[src/rtl/note_tracker.sv]
// note_tracker: follows a single held piano key and reports which key
// started the note, how long it has been held (in TICKS_PER_STEP units,
// saturating at 7), and one-cycle start/end strobes. Key inputs are
// asynchronous and pass through a two-flop synchronizer first. A note ends
// only after the held key reads low for RELEASE_CYCLES consecutive cycles.
module note_tracker #(
    parameter int TICKS_PER_STEP = 4,
    parameter int RELEASE_CYCLES = 4
) (
    input  logic       clk_in,
    input  logic       rst_in,
    input  logic [6:0] keys_in,
    input  logic       tick_in,
    output logic [2:0] key_played,
    output logic [2:0] note_duration,
    output logic       note_active,
    output logic       note_start,
    output logic       note_end
);

    typedef enum logic [0:0] {
        IDLE = 1'b0,
        HELD = 1'b1
    } state_t;

    localparam logic [7:0] TICK_LAST = 8'(TICKS_PER_STEP - 1);
    localparam logic [7:0] REL_LAST  = 8'(RELEASE_CYCLES - 1);

    state_t     state_r;
    state_t     state_s;
    logic [6:0] sync1_r;
    logic [6:0] sync2_r;
    logic [7:0] tick_cnt_r;
    logic [7:0] tick_cnt_s;
    logic [7:0] rel_cnt_r;
    logic [7:0] rel_cnt_s;
    logic [2:0] key_s;
    logic [2:0] dur_s;
    logic       active_s;
    logic       start_s;
    logic       end_s;

    // Lowest set key index wins when several keys arrive together.
    function automatic logic [2:0] lowest_index(input logic [6:0] v);
        logic [2:0] idx;
        casez (v)
            7'b??????1: idx = 3'd0;
            7'b?????10: idx = 3'd1;
            7'b????100: idx = 3'd2;
            7'b???1000: idx = 3'd3;
            7'b??10000: idx = 3'd4;
            7'b?100000: idx = 3'd5;
            7'b1000000: idx = 3'd6;
            default:    idx = 3'd0;
        endcase
        return idx;
    endfunction

    // Two-flop synchronizer for the asynchronous key levels.
    always_ff @(posedge clk_in or negedge rst_in) begin
        if (!rst_in) begin
            sync1_r <= 7'd0;
            sync2_r <= 7'd0;
        end else begin
            sync1_r <= keys_in;
            sync2_r <= sync1_r;
        end
    end

    // Next-state, counter and output decode for the IDLE/HELD machine.
    always_comb begin
        state_s    = state_r;
        tick_cnt_s = tick_cnt_r;
        rel_cnt_s  = rel_cnt_r;
        key_s      = key_played;
        dur_s      = note_duration;
        active_s   = note_active;
        start_s    = 1'b0;
        end_s      = 1'b0;
        case (state_r)
            IDLE: begin
                if (sync2_r != 7'd0) begin
                    state_s    = HELD;
                    key_s      = lowest_index(sync2_r);
                    dur_s      = 3'd0;
                    tick_cnt_s = 8'd0;
                    rel_cnt_s  = 8'd0;
                    start_s    = 1'b1;
                    active_s   = 1'b1;
                end else begin
                    active_s   = 1'b0;
                end
            end
            HELD: begin
                if (sync2_r[key_played]) begin
                    // Key still down: any pending release is cancelled.
                    rel_cnt_s = 8'd0;
                    if (tick_in) begin
                        if (tick_cnt_r == TICK_LAST) begin
                            tick_cnt_s = 8'd0;
                            if (note_duration != 3'd7) begin
                                dur_s = note_duration + 3'd1;
                            end else begin
                                dur_s = note_duration;
                            end
                        end else begin
                            tick_cnt_s = tick_cnt_r + 8'd1;
                        end
                    end else begin
                        tick_cnt_s = tick_cnt_r;
                    end
                end else begin
                    // Key reads low: ticks are ignored while release is pending.
                    if (rel_cnt_r == REL_LAST) begin
                        rel_cnt_s = 8'd0;
                        end_s     = 1'b1;
                        active_s  = 1'b0;
                        state_s   = IDLE;
                    end else begin
                        rel_cnt_s = rel_cnt_r + 8'd1;
                    end
                end
            end
            default: begin
                state_s  = IDLE;
                active_s = 1'b0;
            end
        endcase
    end

    // State, counters and all outputs are registered here.
    always_ff @(posedge clk_in or negedge rst_in) begin
        if (!rst_in) begin
            state_r       <= IDLE;
            tick_cnt_r    <= 8'd0;
            rel_cnt_r     <= 8'd0;
            key_played    <= 3'd0;
            note_duration <= 3'd0;
            note_active   <= 1'b0;
            note_start    <= 1'b0;
            note_end      <= 1'b0;
        end else begin
            state_r       <= state_s;
            tick_cnt_r    <= tick_cnt_s;
            rel_cnt_r     <= rel_cnt_s;
            key_played    <= key_s;
            note_duration <= dur_s;
            note_active   <= active_s;
            note_start    <= start_s;
            note_end      <= end_s;
        end
    end

endmodule

[config.mk]
export PLATFORM = sky130hd
export DESIGN_NAME = note_tracker
export DESIGN_NICKNAME = d
export VERILOG_FILES = /design/src/rtl/note_tracker.sv
export SDC_FILE = /design/constraint.sdc
export NUM_CORES = 1
export LEC_CHECK = 0
export CAP_MARGIN = 15
export CORE_ASPECT_RATIO = 0.7
export CORE_MARGIN = 2
export CORE_UTILIZATION = 41
export CTS_BUF_LIST = sky130_fd_sc_hd__clkbuf_4 sky130_fd_sc_hd__clkbuf_8
export DETAILED_ROUTE_END_ITERATION = 8
export SYNTH_ARGS = -nofsm -noshare
export SYNTH_HDL_FRONTEND = slang
export SYNTH_SLANG_ARGS = --single-unit
[constraint.sdc]
create_clock -name clk_in -period 2 [get_ports clk_in]
set_clock_uncertainty 0.15 [all_clocks]
set_input_delay 0.6 -clock clk_in [delete_from_list [all_inputs] [get_ports clk_in]]
set_output_delay 0.6 -clock clk_in [all_outputs]
set_load 0.1 [all_outputs]
# [Word-level counts from Yosys, hierarchy flattened]
# Cells that the tools add are included.
[op_classes] n_reduce_logical=5 magnitude_cmp=1 div_mod_pow=0 shifts=0 n_bitwise=1 eq_ne=16 multipliers=0 n_addsub=3 n_mux=28
[ops] op="2-to-1 mux 8 bit" n=6
[ops] op="case mux 8 bit (2 select lines)" n=2
[ops] op="case mux 3 bit (6 select lines)" n=1
[ops] op="adder 8 x 1 -> 8 bit, second input constant" n=2
[ops] op="== test 8 x 2 -> 1 bit, second input constant" n=2
[ops] op="2-to-1 mux 3 bit" n=5
[ops] op="2-to-1 mux 1 bit" n=10
[ops] op="!= test 2 x 1 -> 1 bit, second input constant" n=4
[ops] op="== test 7 bit, second input constant" n=1
[ops] op="nonzero test 7 bit" n=1
[ops] op="== test 6 bit, second input constant" n=1
[ops] op="!= test 2 bit, second input constant" n=3
[ops] op="case mux 3 bit (2 select lines)" n=1
[ops] op="== test 5 bit, second input constant" n=1
[ops] op="AND reduction 5 bit" n=1
[ops] op="== test 4 bit, second input constant" n=1
[ops] op="less-than comparator 3 x 4 -> 1 bit, second input constant" n=1
[ops] op="case mux 1 bit (2 select lines)" n=2
[ops] op="AND reduction 2 bit" n=2
[ops] op="adder 3 x 1 -> 3 bit, second input constant" n=1
[ops] op="binary-select mux 1 bit (select 3 bit)" n=1
[ops] op="== test 3 bit, second input constant" n=1
[ops] op="!= test 3 bit, second input constant" n=1
[ops] op="AND reduction 3 bit" n=1
[ops] op="2 further kinds" n=2
[word_totals] register_bits=40 inputBits=10 mem_bits_ro=0 ram_bits=0 latchBits=0 output_inout_bits=9 mem_count=0 wordCells=64

# [Depth between registers and ports, before layout]
[logic_depth] ltp_word=6 mapped_depth=7 ltp_nobuf=6

# [Least setup slack after synthesis]
# No wires, ideal clock.
[synth_timing] path_kind="flip-flop to flip-flop" from="register key_played[2]" to="register tick_cnt_r[7]" path_buffers=2 path_stages_with_launch=8 setup_slack_ps=-533 arrival_ps=2314 required_ps=1781 period_less_slack_ps=2533 setup_ps=69 path_cell_list="dfrtp_1 -> buf_6 -> mux2i_1 -> o221ai_2 -> nand3_2 -> buf_6 -> or4_1 -> nand3_1"
[synth_between] elab_chain_cells=4
[synth_lines] item="start, declared" line_no="14" rtl="output logic [2:0] key_played,"
[synth_lines] item="start signal, assigned" line_no="146" rtl="key_played <= key_s;"
[synth_lines] item="binary-select mux 1 bit (select 3 bit)" line_no="95" rtl="if (sync2_r[key_played]) begin"
[synth_lines] item="2-to-1 mux 1 bit (implied by the code)" line_no="95"
[synth_lines] item="!= test 2 x 1 -> 1 bit (no line)"
[synth_lines] item="AND reduction 3 bit (no line)"
[synth_lines] item="end signal, assigned" line_no="144" rtl="tick_cnt_r <= tick_cnt_s;"
[synth_lines] item="end, declared" line_no="33" rtl="logic [7:0] tick_cnt_r;"
# No other way between the ends. The select of a mux whose other input is x is not followed.
# A chain may end at the register's enable or synchronous reset.

# [Worst setup path after layout]
[layout_timing] from="register tick_cnt_r[0]" to="register note_duration[1]"
[layout_between] elab_chain_cells=3
[layout_lines] item="== test 8 x 2 -> 1 bit" line_no="99" rtl="if (tick_cnt_r == TICK_LAST) begin"
[layout_lines] item="!= test 2 x 1 -> 1 bit (no line)"
[layout_lines] item="AND reduction 5 bit (no line)"
[layout_lines] item="end signal, assigned" line_no="147" rtl="note_duration <= dur_s;"
[layout_lines] item="end, declared" line_no="15" rtl="output logic [2:0] note_duration,"
# No other way between the ends.

==> key figures <==
Outcome
  • Status: finished, final reports clean

Power
  • Peak supply drop: 0.6651 mV
  • Pleak: 1.127 nW
  • Pwr per Cell Area: 1324 mW/mm^2

Critical path
  • Worst reg2reg path startpoint: tick_cnt_r[0]
  • Startpoint type of the worst setup path: flop
  • CP Capture Type: flop
  • Crit path arrival time: 2000 ps
  • Register-to-Register Path Depth: 6
  • Setup CP Type: flop to flop
  • CP Launch Point: tick_cnt_r[0]
  • Worst Path Required: 2040 ps
  • Worst-path fanout max: 3

Floorplan
  • Starting density of the core: 0.4270
  • Core area: 0.004354 mm^2
  • Die width: 84.49 um
  • # rows: 20
  • Die extent in y: 60.34 um
  • Die ar.: 0.005098 mm^2
  • IO Count: 19

GRT
  • GRT overflow: 0
  • Number of global-route vias before repair: 1445
  • GRT Total Usage: 0.1751
  • Pin count of the biggest net entering global routing: 23
  • Antenna violations before repair: 0
  • First-pass GRT wire length: 6831 um

STA
  • Peak Freq: 0.5109 GHz
  • Min Hold Slack: 96.47 ps
  • Tightest Pin Transition: 482.6 ps
  • Final setup margin: 42.80 ps
  • Final Slew Violations: 0
  • Final setup vio count: 0
  • RSZ-0062 raised after global routing: yes
  • Final Hold Fails: 0
  • Total negative slack: 0 ps
  • Max_slew headroom: 0.6782
  • Tcrit/Tclk final: 0.9786
  • Final Critical Period: 1957 ps

Cells and area
  • Layout Nets: 236
  • Inserted Diodes: 0
  • Area grow syn2layout: 36.07%
  • Final Cell Area: 0.002530 mm^2
  • Share of layout cells above drive strength 1: 0.3063
  • Fillcell total: 354

Yosys
  • Synth top area share: 0.5384
  • Post-synth top flop: dfrtp_1
  • Register area share after synthesis: 0.5384
  • Synth cell types: 41
  • Mapped Area: 0.001859 mm^2
  • Ys Warns: 0
  • Synth area leader: dfrtp_1
  • Syn_nets: 188
  • Count leader, synth: dfrtp_1
  • Number of synthesized flops with an enable pin: 0
  • Synthesized instance count: 173
  • Synth area leaders: dfrtp_1, nand3_1, nand2_1
  • Mean post-synth cell area: 10.75 um^2
  • Post-synth ARST share: 1.000
  • FF+latch count, synth: 40
  • Commonest cells post-synth: dfrtp_1, nand2_1, nand3_1

Clocking
  • CTS clock-pin slew for the worst setup and hold paths: 80 ps
  • Htree depth: 2
  • CTS Buf Count: 5
  • TritonCTS clock tree: yes
  • CTS max path bufs: 2
  • # hold bufs at CTS: 0
  • Clk_lat worst skew: 300 ps
  • Clk sink count: 40
  • CTS root buf: clkbuf_8

Place
  • DP Area: 0.002333 mm^2
  • DP Worst Slack: -118.2 ps
  • Placer's final routability congestion estimate: 0.9613
  • Number of buffers added on ports: 18
  • Post-detail-place hpwl: 2857 um

Detailed routing
  • Drt drc: 0
  • Total length of routed wires: 3929 um
  • DRT Pass-1 Iters: 4
  • WL/cell: 14.18 um
  • DRT iter0 DRCs: 74
  • Via count: 1482
  • Via density: 5.350
  • Post-route ant nets: 0

Min path
  • Min-delay worst type: input port to asynchronous set/reset pin

Flow run
  • Max-cap viol count: 0
==> layout make-up <==
cell class / count / area [um^2] / share of cell area
Multi-Input combinational cell: 122 / 832.0 / 0.3289
Clock inverter: 3 / 46.29 / 0.01830
Tap cell: 55 / 68.82 / 0.02720
Inverter: 6 / 22.52 / 0.008902
Timing Repair Buffer: 46 / 475.5 / 0.1879
Sequential cell: 40 / 1016 / 0.4016
Clock buffer: 5 / 68.82 / 0.02720
==> layer usage <==
metal / part of all wire / wire length, um / global-route usage
met4: 0.015 / 58 / 0.07710
met1: 0.49 / 1943 / 0.2316
met3: 0.037 / 144 / 0.04490
met5: 0 / 0 / 0
met2: 0.45 / 1782 / 0.2801
==> critical path, stage by stage, from the launching register on <==
cell	delay (ps)
dfrtp_1	360
ha_2	190
or4b_4	490
nor4_4	140
nand4_1	230
mux2i_1	220
o21ai_1	70
==> kinds of logic (layout without fill, tap and decap cells) <==
group / Yosys count / count (layout) / synth area share
buffers and inverters: 11 / 60 / 0.03701
multiplexers: 7 / 7 / 0.03836
adder cells (fa/ha/maj): 5 / 5 / 0.03365
AO/OA/AOI/OAI: 33 / 33 / 0.1299
flip-flops: 40 / 40 / 0.5384
XOR/XNOR: 3 / 3 / 0.01413
AND/OR/NAND/NOR: 74 / 74 / 0.2086
==> through the flow <==
step | util | cells | power [mW]
finish | 0.5810 | 277 | 3.349
detailed placement | 0.5359 | 263 | 2.563
global placement | 0.5359 | 263 | 2.531
CTS | 0.5690 | 271 | 3.280
floorplan | - | 173 | 2.004
global route | 0.5810 | 277 | 3.536
==> flip-flops by register name, summed over array words and instances, names as in the netlist <==
register,cells
note_start,1
key_played,3
note_active,1
note_end,1
sync1_r,7
tick_cnt_r,8
sync2_r,7
rel_cnt_r,8
note_duration,3
state_r,1
==> worst paths after layout <==
check                                         to  slack [ps]
worst min-delay path                  sync2_r[3]         100
worst max-delay path            note_duration[1]          40
max in group asynchronous             sync1_r[4]        1040
min in group clk_in                   sync2_r[3]         190
worst min register to register        sync2_r[3]         190
worst max register to register  note_duration[1]          40
==> layout by cell type (no fill, tap or decap), drive strengths merged, types with 2 or more instances in the layout <==
cell	netlist	final
dfrtp	40	40
buf	5	38
nand2	22	22
nand3	19	19
nor2	11	11
o21ai	10	10
clkdlybuf4s50	0	8
inv	6	7
mux2i	6	6
clkbuf	0	5
a21oi	5	5
ha	5	5
nor2b	4	4
or4	4	4
o211ai	3	3
or2	3	3
or3	2	2
nor3	2	2
a22o	2	2
nand4	2	2
xnor2	2	2
a31oi	2	2
nor4	2	2
o31ai	2	2
==> power by group <==
part	total, mW	internal [mW]	switching [mW]
registers	1.14	0.964	0.172
clock network	0.679	0.376	0.303
logic	1.53	0.677	0.856
total	3.35	2.02	1.33
==> repair_timing <==
item,CTS,global route
pin swaps,2,5
setup endpoints to repair,4,14
buffers inserted,0,6
resized for setup,6,3
No activity file was read; power rests on OpenSTA's default activity.
